### src/rtl/var_delay_line_pkg.sv
// Shared types and helpers for the runtime-programmable delay line.
// Holds the FILL/RUN state encoding, the delay clamp and the pointer-width helper.
package var_delay_pkg;

  typedef enum logic {
    ST_FILL = 1'b0,
    ST_RUN  = 1'b1
  } state_e;

  // Requests of 0 become 1, requests beyond the buffer become the buffer depth.
  function automatic int unsigned clamp_delay(input int unsigned req, input int unsigned max_delay);
    if (req == 0) begin
      return 1;
    end else if (req > max_delay) begin
      return max_delay;
    end else begin
      return req;
    end
  endfunction

  function automatic int ptr_width(input int depth);
    return (depth <= 1) ? 1 : $clog2(depth);
  endfunction

endpackage

### src/rtl/var_delay_line_if.sv
// Stream and control bundle of var_delay_line.
// Optional clamp_err/delay_cur exist only when VAR_DELAY_CLAMP_ERR_EN is defined.
interface var_delay_line_if #(
  parameter int DATA_WIDTH  = 12,
  parameter int DELAY_WIDTH = 6
);
  logic [DELAY_WIDTH-1:0] delay_in;
  logic                   delay_load;
  logic                   valid_in;
  logic [DATA_WIDTH-1:0]  data_in;
  logic                   valid_out;
  logic [DATA_WIDTH-1:0]  data_out;
  logic                   busy;
`ifdef VAR_DELAY_CLAMP_ERR_EN
  logic                   clamp_err;
  logic [DELAY_WIDTH-1:0] delay_cur;

  modport master (
    output delay_in, delay_load, valid_in, data_in,
    input  valid_out, data_out, busy, clamp_err, delay_cur
  );
  modport slave (
    input  delay_in, delay_load, valid_in, data_in,
    output valid_out, data_out, busy, clamp_err, delay_cur
  );
`else
  modport master (
    output delay_in, delay_load, valid_in, data_in,
    input  valid_out, data_out, busy
  );
  modport slave (
    input  delay_in, delay_load, valid_in, data_in,
    output valid_out, data_out, busy
  );
`endif
endinterface

### src/rtl/var_delay_line_mem.sv
// Circular sample store for var_delay_line: one write port, one asynchronous read port.
// The valid column is cleared by rst; data words are never reset.
module var_delay_mem #(
  parameter int DATA_WIDTH = 12,
  parameter int DEPTH      = 32,
  parameter int AW         = 5
) (
  input  logic                  clk,
  input  logic                  rst,
  input  logic [AW-1:0]         wr_addr,
  input  logic                  wr_valid,
  input  logic [DATA_WIDTH-1:0] wr_data,
  input  logic [AW-1:0]         rd_addr,
  output logic                  rd_valid,
  output logic [DATA_WIDTH-1:0] rd_data
);

  logic [DATA_WIDTH-1:0] mem_data_q [DEPTH];
  logic [DEPTH-1:0]      valid_q;
  logic [DEPTH-1:0]      valid_d;

  genvar gi;
  generate
    for (gi = 0; gi < DEPTH; gi++) begin : g_valid
      assign valid_d[gi] = (wr_addr == AW'(gi)) ? wr_valid : valid_q[gi];
    end
  endgenerate

  always_ff @(posedge clk or posedge rst) begin
    if (rst) begin
      valid_q <= '0;
    end else begin
      valid_q <= valid_d;
    end
  end

  always_ff @(posedge clk) begin
    mem_data_q[wr_addr] <= wr_data;
  end

  // Reads see pre-edge contents, so reading the slot being written returns the old word.
  assign rd_valid = valid_q[rd_addr];
  assign rd_data  = mem_data_q[rd_addr];

endmodule

### src/rtl/var_delay_line.sv
// Runtime-programmable delay line: samples reappear exactly D edges later, D loadable live.
// Optional macro VAR_DELAY_CLAMP_ERR_EN adds sticky clamp_err and delay_cur outputs.
module var_delay_line
  import var_delay_pkg::*;
#(
  parameter int DATA_WIDTH    = 12,
  parameter int MAX_DELAY     = 32,
  parameter int DELAY_WIDTH   = 6,
  parameter int DEFAULT_DELAY = 5
) (
  input logic            clk,
  input logic            rst,
  var_delay_line_if.slave bus
);

  localparam int                     PW       = ptr_width(MAX_DELAY);
  localparam logic [DELAY_WIDTH-1:0] MAX_D    = DELAY_WIDTH'(MAX_DELAY);
  localparam logic [PW-1:0]          LAST_PTR = PW'(MAX_DELAY - 1);

  state_e                 state_q, state_d;
  logic [PW-1:0]          wr_ptr_q, wr_ptr_d;
  logic [DELAY_WIDTH-1:0] delay_q, delay_d;
  logic [DELAY_WIDTH-1:0] fill_cnt_q, fill_cnt_d;
  logic                   valid_out_q, valid_out_d;
  logic [DATA_WIDTH-1:0]  data_out_q, data_out_d;

  logic [PW-1:0]          rd_addr;
  logic [DELAY_WIDTH:0]   wr_ext;
  logic [DELAY_WIDTH:0]   rd_sum;
  logic                   rd_valid;
  logic [DATA_WIDTH-1:0]  rd_data;
  logic                   load_bad;

  var_delay_mem #(
    .DATA_WIDTH(DATA_WIDTH),
    .DEPTH     (MAX_DELAY),
    .AW        (PW)
  ) u_mem (
    .clk     (clk),
    .rst     (rst),
    .wr_addr (wr_ptr_q),
    .wr_valid(bus.valid_in),
    .wr_data (bus.data_in),
    .rd_addr (rd_addr),
    .rd_valid(rd_valid),
    .rd_data (rd_data)
  );

  // Read address trails the write pointer by D, modulo the buffer depth.
  always_comb begin
    wr_ext = (DELAY_WIDTH + 1)'(wr_ptr_q);
    if (wr_ext >= {1'b0, delay_q}) begin
      rd_sum = wr_ext - {1'b0, delay_q};
    end else begin
      rd_sum = wr_ext + (DELAY_WIDTH + 1)'(MAX_DELAY) - {1'b0, delay_q};
    end
    rd_addr = PW'(rd_sum);
  end

  assign load_bad = (bus.delay_in == '0) || (bus.delay_in > MAX_D);

  always_comb begin
    state_d     = state_q;
    wr_ptr_d    = (wr_ptr_q == LAST_PTR) ? '0 : wr_ptr_q + 1'b1;
    fill_cnt_d  = (fill_cnt_q == MAX_D) ? fill_cnt_q : fill_cnt_q + 1'b1;
    delay_d     = delay_q;
    data_out_d  = rd_data;
    valid_out_d = 1'b0;

    case (state_q)
      ST_FILL: begin
        // Slots older than the last load may hold stale valid bits; gate until filled.
        valid_out_d = (fill_cnt_q >= delay_q) ? rd_valid : 1'b0;
        if (fill_cnt_q == delay_q) begin
          state_d = ST_RUN;
        end
      end
      ST_RUN: begin
        valid_out_d = rd_valid;
      end
      default: begin
        state_d = ST_FILL;
      end
    endcase

    if (bus.delay_load) begin
      delay_d     = DELAY_WIDTH'(clamp_delay(32'(bus.delay_in), MAX_DELAY));
      fill_cnt_d  = DELAY_WIDTH'(1);
      state_d     = ST_FILL;
      valid_out_d = 1'b0;
    end
  end

  always_ff @(posedge clk or posedge rst) begin
    if (rst) begin
      state_q     <= ST_FILL;
      wr_ptr_q    <= '0;
      fill_cnt_q  <= '0;
      delay_q     <= DELAY_WIDTH'(DEFAULT_DELAY);
      valid_out_q <= 1'b0;
      data_out_q  <= '0;
    end else begin
      state_q     <= state_d;
      wr_ptr_q    <= wr_ptr_d;
      fill_cnt_q  <= fill_cnt_d;
      delay_q     <= delay_d;
      valid_out_q <= valid_out_d;
      data_out_q  <= data_out_d;
    end
  end

  assign bus.valid_out = valid_out_q;
  assign bus.data_out  = data_out_q;
  assign bus.busy      = (state_q == ST_FILL);

`ifdef VAR_DELAY_CLAMP_ERR_EN
  logic clamp_err_q, clamp_err_d;

  always_comb begin
    clamp_err_d = clamp_err_q | (bus.delay_load & load_bad);
  end

  always_ff @(posedge clk or posedge rst) begin
    if (rst) begin
      clamp_err_q <= 1'b0;
    end else begin
      clamp_err_q <= clamp_err_d;
    end
  end

  assign bus.clamp_err = clamp_err_q;
  assign bus.delay_cur = delay_q;
`else
  logic unused_load_bad;
  assign unused_load_bad = load_bad;
`endif

endmodule
### src/flat_wrapper.sv
// flat-port wrapper written by rule: the top's interface ports become plain ports
module var_delay_line_flat import var_delay_pkg::*;
#(
  parameter int DATA_WIDTH    = 12,
  parameter int MAX_DELAY     = 32,
  parameter int DELAY_WIDTH   = 6,
  parameter int DEFAULT_DELAY = 5
)
  (clk, rst, bus_delay_in, bus_delay_load, bus_valid_in, bus_data_in, bus_valid_out, bus_data_out, bus_busy);
  var_delay_line_if #(.DATA_WIDTH(DATA_WIDTH), .DELAY_WIDTH(DELAY_WIDTH)) bus_i ();
  input logic clk;
  input logic rst;
  input wire logic [$bits(bus_i.delay_in)-1:0] bus_delay_in;
  input wire logic [$bits(bus_i.delay_load)-1:0] bus_delay_load;
  input wire logic [$bits(bus_i.valid_in)-1:0] bus_valid_in;
  input wire logic [$bits(bus_i.data_in)-1:0] bus_data_in;
  output wire logic [$bits(bus_i.valid_out)-1:0] bus_valid_out;
  output wire logic [$bits(bus_i.data_out)-1:0] bus_data_out;
  output wire logic [$bits(bus_i.busy)-1:0] bus_busy;
  assign bus_i.delay_in = bus_delay_in;
  assign bus_i.delay_load = bus_delay_load;
  assign bus_i.valid_in = bus_valid_in;
  assign bus_i.data_in = bus_data_in;
  assign bus_valid_out = bus_i.valid_out;
  assign bus_data_out = bus_i.data_out;
  assign bus_busy = bus_i.busy;
  var_delay_line #(.DATA_WIDTH(DATA_WIDTH), .MAX_DELAY(MAX_DELAY), .DELAY_WIDTH(DELAY_WIDTH), .DEFAULT_DELAY(DEFAULT_DELAY)) u_core (.clk(clk), .rst(rst), .bus(bus_i));
endmodule
### config.mk
export PLATFORM = sky130hd
export DESIGN_NAME = var_delay_line_flat
export DESIGN_NICKNAME = d
export VERILOG_FILES = /design/src/rtl/var_delay_line_pkg.sv /design/src/rtl/var_delay_line_if.sv /design/src/rtl/var_delay_line_mem.sv /design/src/rtl/var_delay_line.sv /design/src/flat_wrapper.sv
export SDC_FILE = /design/constraint.sdc
export NUM_CORES = 1
export LEC_CHECK = 0
export BUFFER_PORTS_ARGS = -buffer_cell sky130_fd_sc_hd__buf_4
export CELL_PAD_IN_SITES_DETAIL_PLACEMENT = 0
export CELL_PAD_IN_SITES_GLOBAL_PLACEMENT = 1
export CORE_AREA = 2 2 204 206
export DETAILED_ROUTE_END_ITERATION = 10
export DIE_AREA = 0 0 206 208
export PLACE_DENSITY_LB_ADDON = 0.1
export SYNTH_ARGS = -nofsm -noshare
export SYNTH_HDL_FRONTEND = slang
export SYNTH_SLANG_ARGS = --single-unit
export TNS_END_PERCENT = 20
### constraint.sdc
create_clock -name clk -period 5.4 [get_ports clk]
set_input_delay 1.62 -clock clk [delete_from_list [all_inputs] [get_ports clk]]
set_output_delay 1.62 -clock clk [all_outputs]
set_load 0.05 [all_outputs]
After elaboration in Yosys (flattened, before gate mapping)

Memory sizes are Yosys's and may differ from the RTL's. A register that Yosys moved wholly into a read port is not among the register bits.
Index checks and enable logic that the tools add are counted.

Reductions and logical operators: 2
Bitwise operators: 1
Add/subtract/negate cells: 5
Multiplexer cells: 14
$lt $le $gt $ge: 4
Equality and inequality tests: 34

Operator list:

| cell                                                                  | count |
|---|---|
| 5-bit equality test, second input constant                            | 16 |
| 5-bit by 4-bit equality test with 1-bit output, second input constant | 8 |
| 6-bit two-way mux                                                     | 4 |
| 5-bit by 3-bit equality test with 1-bit output, second input constant | 4 |
| 5-bit by 1-bit adder with 5-bit output, second input constant         | 2 |
| 5-bit by 2-bit equality test with 1-bit output, second input constant | 2 |
| 5-bit two-way mux                                                     | 2 |
| 5-bit subtractor                                                      | 2 |
| 6-bit by 1-bit adder with 6-bit output, second input constant         | 1 |
| 6-bit equality test                                                   | 1 |
| 6-bit equality test, second input constant                            | 1 |
| 5-bit by 6-bit >= comparator with 1-bit output                        | 1 |
| 6-bit >= comparator                                                   | 1 |
| 6-bit greater-than comparator, second input constant                  | 1 |
| 6-bit zero test                                                       | 1 |
| 5-bit by 6-bit < comparator with 1-bit output, second input constant  | 1 |
| 1-bit two-way mux                                                     | 6 |
| 1-bit binary-select mux with 5-bit select                             | 1 |
| 5-bit by 1-bit equality test with 1-bit output, second input constant | 1 |
| 5-bit zero test                                                       | 1 |
| 2-bit inequality test, second input constant                          | 1 |
| 1-bit one-hot mux with 2 select lines                                 | 1 |
| 1-bit inverter                                                        | 1 |

Register bits after elaboration: 51
Memories kept: 1
Memory bits (writable): 384
Output and inout port bits: 14
Word-level logic and storage cells: 98
Input port bits: 22

Memory list:

| memory                  | words | width | rd ports | clocked after memory_dff | wr ports | RTL line                 | source |
|---|---|---|---|---|---|---|---|
| u_core.u_mem.mem_data_q | 32    | 12    | 1        | 1                        | 1        | var_delay_line_mem.sv:18 | `logic [DATA_WIDTH-1:0] mem_data_q [DEPTH];` |

Longest topological paths before layout

Depth after elaboration: 8
Mapped depth: 11
Gate-level depth less buffers: 9

Hierarchy

Synthesis repeated with hierarchy kept, for this count alone.

Cell total of the unflattened synthesis: 1088
Area total of the unflattened synthesis: 18163.7 µm²

Modules (own cells, without submodules):

| module         | times used | area each (µm²) | cells an instance |
|---|---|---|---|
| var_delay_mem  | 1          | 16708.5         | 961 |
| var_delay_line | 1          | 1455.1          | 127 |

Least setup slack after synthesis

No wires, ideal clock.

Path kind: flip-flop to flip-flop
Start point: register u_core.delay_q[0]
End point: register u_core.valid_out_q (netlist: u_core.bus.valid_out)
Stages on the path, launching flop included: 11
Setup slack: 2846 ps
Buffers on the path: 3
Period minus slack after synthesis: 2554 ps
Data arrival time: 2419 ps
Path through: dfstp_2 -> ha_1 -> inv_1 -> fa_1 -> buf_2 -> buf_2 -> buf_2 -> mux4_2 -> a21boi_0 -> o221ai_1 -> o211ai_1

Cells in the longest elaborated chain, start to end: 7
Elaborated cells between the ends (all ways): 10
Classes of those cells: 2 x add/sub; 2 x order compare; 6 x mux

Ends and longest elaborated chain:

| item                                      | RTL line                 | source |
|---|---|---|
| start: declaration                        | var_delay_line.sv:22     | `logic [DELAY_WIDTH-1:0] delay_q, delay_d;` |
| start signal: assignment                  | var_delay_line.sv:99     | `delay_q <= DELAY_WIDTH'(DEFAULT_DELAY);` |
| start signal: assignment                  | var_delay_line.sv:106    | `delay_q <= delay_d;` |
| 5-bit subtractor (tied with other cells)  | var_delay_line.sv:55     | `rd_sum = wr_ext + (DELAY_WIDTH + 1)'(MAX_DELAY) - {1'b0, delay_q};` |
| 5-bit two-way mux                         | var_delay_line.sv:52     | `if (wr_ext >= {1'b0, delay_q}) begin` |
| 1-bit binary-select mux with 5-bit select | var_delay_line_mem.sv:42 | `assign rd_valid = valid_q[rd_addr];` |
| 1-bit two-way mux (not written as such)   | var_delay_line_mem.sv:42 |  |
| 1-bit two-way mux                         | var_delay_line.sv:73     | `valid_out_d = (fill_cnt_q >= delay_q) ? rd_valid : 1'b0;` |
| 1-bit one-hot mux with 2 select lines (*) | var_delay_line.sv:70     | `case (state_q)` |
| 1-bit two-way mux (*)                     | var_delay_line.sv:86     | `if (bus.delay_load) begin` |
| named net u_core.valid_out_d              | var_delay_line.sv:24     | `logic valid_out_q, valid_out_d;` |
| end signal: assignment                    | var_delay_line.sv:107    | `valid_out_q <= valid_out_d;` |
| end: declaration                          | var_delay_line.sv:24     |  |

The timed path passes the listed nets; every way through them passes the cells marked *. The select of a mux whose other input is x is not followed.
A chain may end at the register's enable or synchronous reset.

Final worst setup path

Start point: register u_core.wr_ptr_q[0]
End point: register u_core.data_out_q[2] (netlist: u_core.bus.data_out[2]), read port of u_core.u_mem.mem_data_q

Cells in the longest elaborated chain, start to end: 3
Elaborated cells between the ends (all ways): 5
Classes of those cells: 3 x add/sub; 1 x order compare; 1 x mux

Ends and longest elaborated chain:

| item                                   | RTL line              | source |
|---|---|---|
| start: declaration                     | var_delay_line.sv:21  | `logic [PW-1:0] wr_ptr_q, wr_ptr_d;` |
| start signal: assignment               | var_delay_line.sv:104 | `wr_ptr_q <= wr_ptr_d;` |
| 5-bit by 1-bit adder with 5-bit output | var_delay_line.sv:55  |  |
| 5-bit subtractor                       | var_delay_line.sv:55  |  |
| 5-bit two-way mux (*)                  | var_delay_line.sv:52  |  |
| end: declaration                       | var_delay_line.sv:25  | `logic [DATA_WIDTH-1:0] data_out_q, data_out_d;` |

Every way passes the cells marked *; elsewhere a longest branch is shown, timed or not.

==> run_results.csv <==
group,metric,value,unit
yosys,synth_edf_count,384,
yosys,synth_ff_type,"edfxtp_1",
clock_tree,clockBufferDepth,3,
clock_tree,htreeDepth,2,
power_and_ir_drop,p_per_area,384.7,nW/um^2
floorplanning,io_pins,36,
place,io_buffers,35,
drt,vias,9206,
yosys,synthTopCellsByArea,"edfxtp_1 64%, mux4_2 13%, dfrtp_1 8.5%",
hold_path,hold_class,"reg -> reg",
global_route,grt_start_max_net_pins,54,
hold_path,hp-start,"u_core.u_mem.valid_q[12]",
timing,worst_slew_pin_slew,1.101,ns
clock_tree,cts.sinks,447,
yosys,synth_area,18000,um^2
critical_path,crit-reg2reg-launch,"u_core.wr_ptr_q[0]",
hold_path,hold-path-cell-count,1,
global_route,grt_pass1_vias,9629,
drt,wire_per_inst,28.16,um
drt,ant_nets,0,
run,maxCapViolations,0,
yosys,synth-seq-cells,447,
yosys,yosysTopAreaCell,"edfxtp_1",
floorplanning,die_h,208,um
hold_path,whs_endpoint,"u_core.u_mem.valid_q[12]",
place,place_congestion,0.7759,
critical_path,cp.required,5.88,ns
clock_tree,cts_tree,"built",
critical_path,r2r-end,"u_core.bus.data_out[2]",
yosys,synthArstFlopShare,0.1409,
layout,area_growth,13.36,%
place,place_area,18910,um^2
timing,finalCritPeriodShare,0.6610,
drt,wirelength,44.85,mm
timing,fin_setup_tns,0,ns
critical_path,ff2ff_path_depth,9,
timing,setup_viol,0,
clock_tree,cts-resized-gates,0,
timing,min_period,3.570,ns
place,place_ws,1.792,ns
global_route,antenna_found_initial,1,
yosys,synth_seq_area_share,0.7281,
clock_tree,cts_setup_buffers,0,
critical_path,worstPathMaxFanout,44,
status,outcome,"finished clean",
drt,drt_iter0_markers,593,
place,dp_hpwl,26.00,mm
power_and_ir_drop,p_leak,6.663,nW
critical_path,rrSetupSlack,1.83,ns
floorplanning,core_area,40550,um^2
timing,timing.final.ws_setup,1.830,ns
global_route,grt_first_pass_wirelength,65.20,mm
critical_path,crit_slowest_cell,"fa_4",
critical_path,path_cells,"inv_1 > ha_4 > inv_1 > fa_4 > buf_12 > mux4_2 > nand3_1 > nand3_1 > and4_1",
yosys,synth_commonest_cells,"384 x edfxtp_1, 101 x mux4_2, 101 x nand3_1",
layout,final_nets,1062,
floorplanning,die_w,206,um
critical_path,start_kind,"flop",
clock_tree,insertion_delay,0.59,ns
timing,rsz0062_at_grt,"no",
layout,stdcell_area,20410,um^2
timing,hold_viol_final,0,
yosys,synth_top_area_share,0.6404,
drt,viasPerCell,5.779,
critical_path,endpoint_kind,"flop",
yosys,syn_area_per_cell,18.52,um^2
power_and_ir_drop,ir_drop,0.2133,mV
yosys,synth.distinct_cells,49,
timing,slew_headroom,0.2641,
yosys,ys_warn_count,0,
clock_tree,clockRootBuffer,"clkbuf_16",
yosys,syn_nets,1013,
critical_path,arrival,4.05,ns
clock_tree,numCtsBuffers,47,
clock_tree,cts_hold_buf,0,
yosys,synthCells,972,
drt,drtPass1Iterations,5,
timing,maxSlewViolCount,0,
layout,drive_gt1_frac,0.2694,
timing,fmax,0.2801,GHz
critical_path,slowest_delay,1.31,ns
floorplanning,initial_core_util,0.4440,
global_route,grt.total_usage,0.2158,
timing,finClkSkew,0.01549,ns
floorplanning,rows,74,
floorplanning,die-area,42850,um^2
drt,post-route-drc-count,0,
clock_tree,clk_pin_slew,0.06,ns
yosys,synth_most_common_cell,"edfxtp_1",
global_route,gr-total-overflow,0,
critical_path,path_class,"reg -> reg",
==> sequential cells by signal, indices dropped and copies added (netlist names) <==
register	cells
u_core.bus.data_out	12
u_core.u_mem.mem_data_q	384
u_core.u_mem.valid_q	32
u_core.wr_ptr_q	5
u_core.bus.valid_out	1
u_core.fill_cnt_q	6
u_core.state_q	1
u_core.delay_q	6
==> cells by family (layout without fill, tap and decap cells) <==
group | count (synthesis) | count (layout) | share of synthesized area
AOI/OAI and AO/OA | 77 | 77 | 0.02425
DFF | 447 | 447 | 0.7281
buffers and inverters | 76 | 162 | 0.02112
adders and majority gates | 19 | 19 | 0.01362
other | 0 | 3 | 0
muxes | 138 | 138 | 0.1501
and+or+nand+nor | 206 | 206 | 0.05837
xor gates and xnor gates | 9 | 9 | 0.004378
==> worst max-delay path by stage <==
| stage | start | to | slack [ns] | depth (start not counted) |
|---|---|---|---|---|
| 2_1_floorplan | rst | u_core.bus.data_out[0] | 2.21 | 1 |
| 5_1_grt | u_core.wr_ptr_q[0] | u_core.bus.data_out[10] | 1.65 | 9 |
| 3_5_place_dp | u_core.wr_ptr_q[0] | u_core.bus.data_out[2] | 1.79 | 9 |
| 4_1_cts | u_core.wr_ptr_q[0] | u_core.bus.data_out[2] | 1.79 | 9 |
| 3_3_place_gp | u_core.wr_ptr_q[0] | u_core.bus.data_out[2] | 1.80 | 9 |
| 6_report | u_core.wr_ptr_q[0] | u_core.bus.data_out[2] | 1.83 | 9 |
==> power breakdown <==
part           total, mW  internal, mW  switching, mW
logic              0.861         0.295          0.566
registers           3.86          3.81         0.0469
clock network       3.13          1.81           1.32
total               7.85          5.92           1.94
==> layer usage <==
layer | up-vias | part of all wire | GRT usage
li1 | 4000 | - | -
met1 | 4951 | 0.44 | 0.2959
met2 | 191 | 0.50 | 0.3533
met3 | 62 | 0.039 | 0.03524
met4 | 2 | 0.026 | 0.07069
met5 | - | 0.00027 | 0
==> critical path: cells and delay by family (launching register included) <==
kind | cells | cell delay (ns)
adder cells (fa/ha/maj) | 2 | 1.46
buffers and inverters | 3 | 0.54
flip-flops | 1 | 0.42
multiplexers | 1 | 0.36
AND/OR/NAND/NOR | 3 | 0.62
==> area by class of cell <==
class,count,area (um^2)
Fill cell,3393,20140
Sequential cell,447,13110
Multi-Input combinational cell,449,4594
Clock buffer,62,1315
Tap cell,532,665.6
Timing Repair Buffer,61,483.0
Clock inverter,24,177.7
Inverter,15,56.30
Antenna cell,3,7.507
==> metrics by stage <==
step	hold slack [ns]	power, mW	std cells	util
finish	0.5034	7.852	1593	0.5033
global route	0.5199	8.120	1590	0.5031
CTS	0.5052	7.945	1590	0.5031
detailed placement	0.4917	4.813	1504	0.4663
global placement	0.4822	4.805	1504	0.4663
floorplan	0.4720	4.475	972	-
==> cells in the final DEF, fill, tap and decap left out, types with 5 or more instances in the layout <==
cell type / instances
a21oi_1: 6
o21ai_0: 50
nand2_1: 22
nor2_1: 30
and3_1: 7
mux2_2: 33
buf_4: 59
nand3_1: 100
inv_1: 14
nor2_2: 7
edfxtp_1: 384
dfrtp_1: 61
clkbuf_1: 9
and2_1: 6
ha_1: 17
xor2_1: 5
clkinv_2: 9
clkbuf_16: 49
mux4_2: 101
clkinv_1: 10
and4_1: 12
No activity file was read; power rests on OpenSTA's default activity.
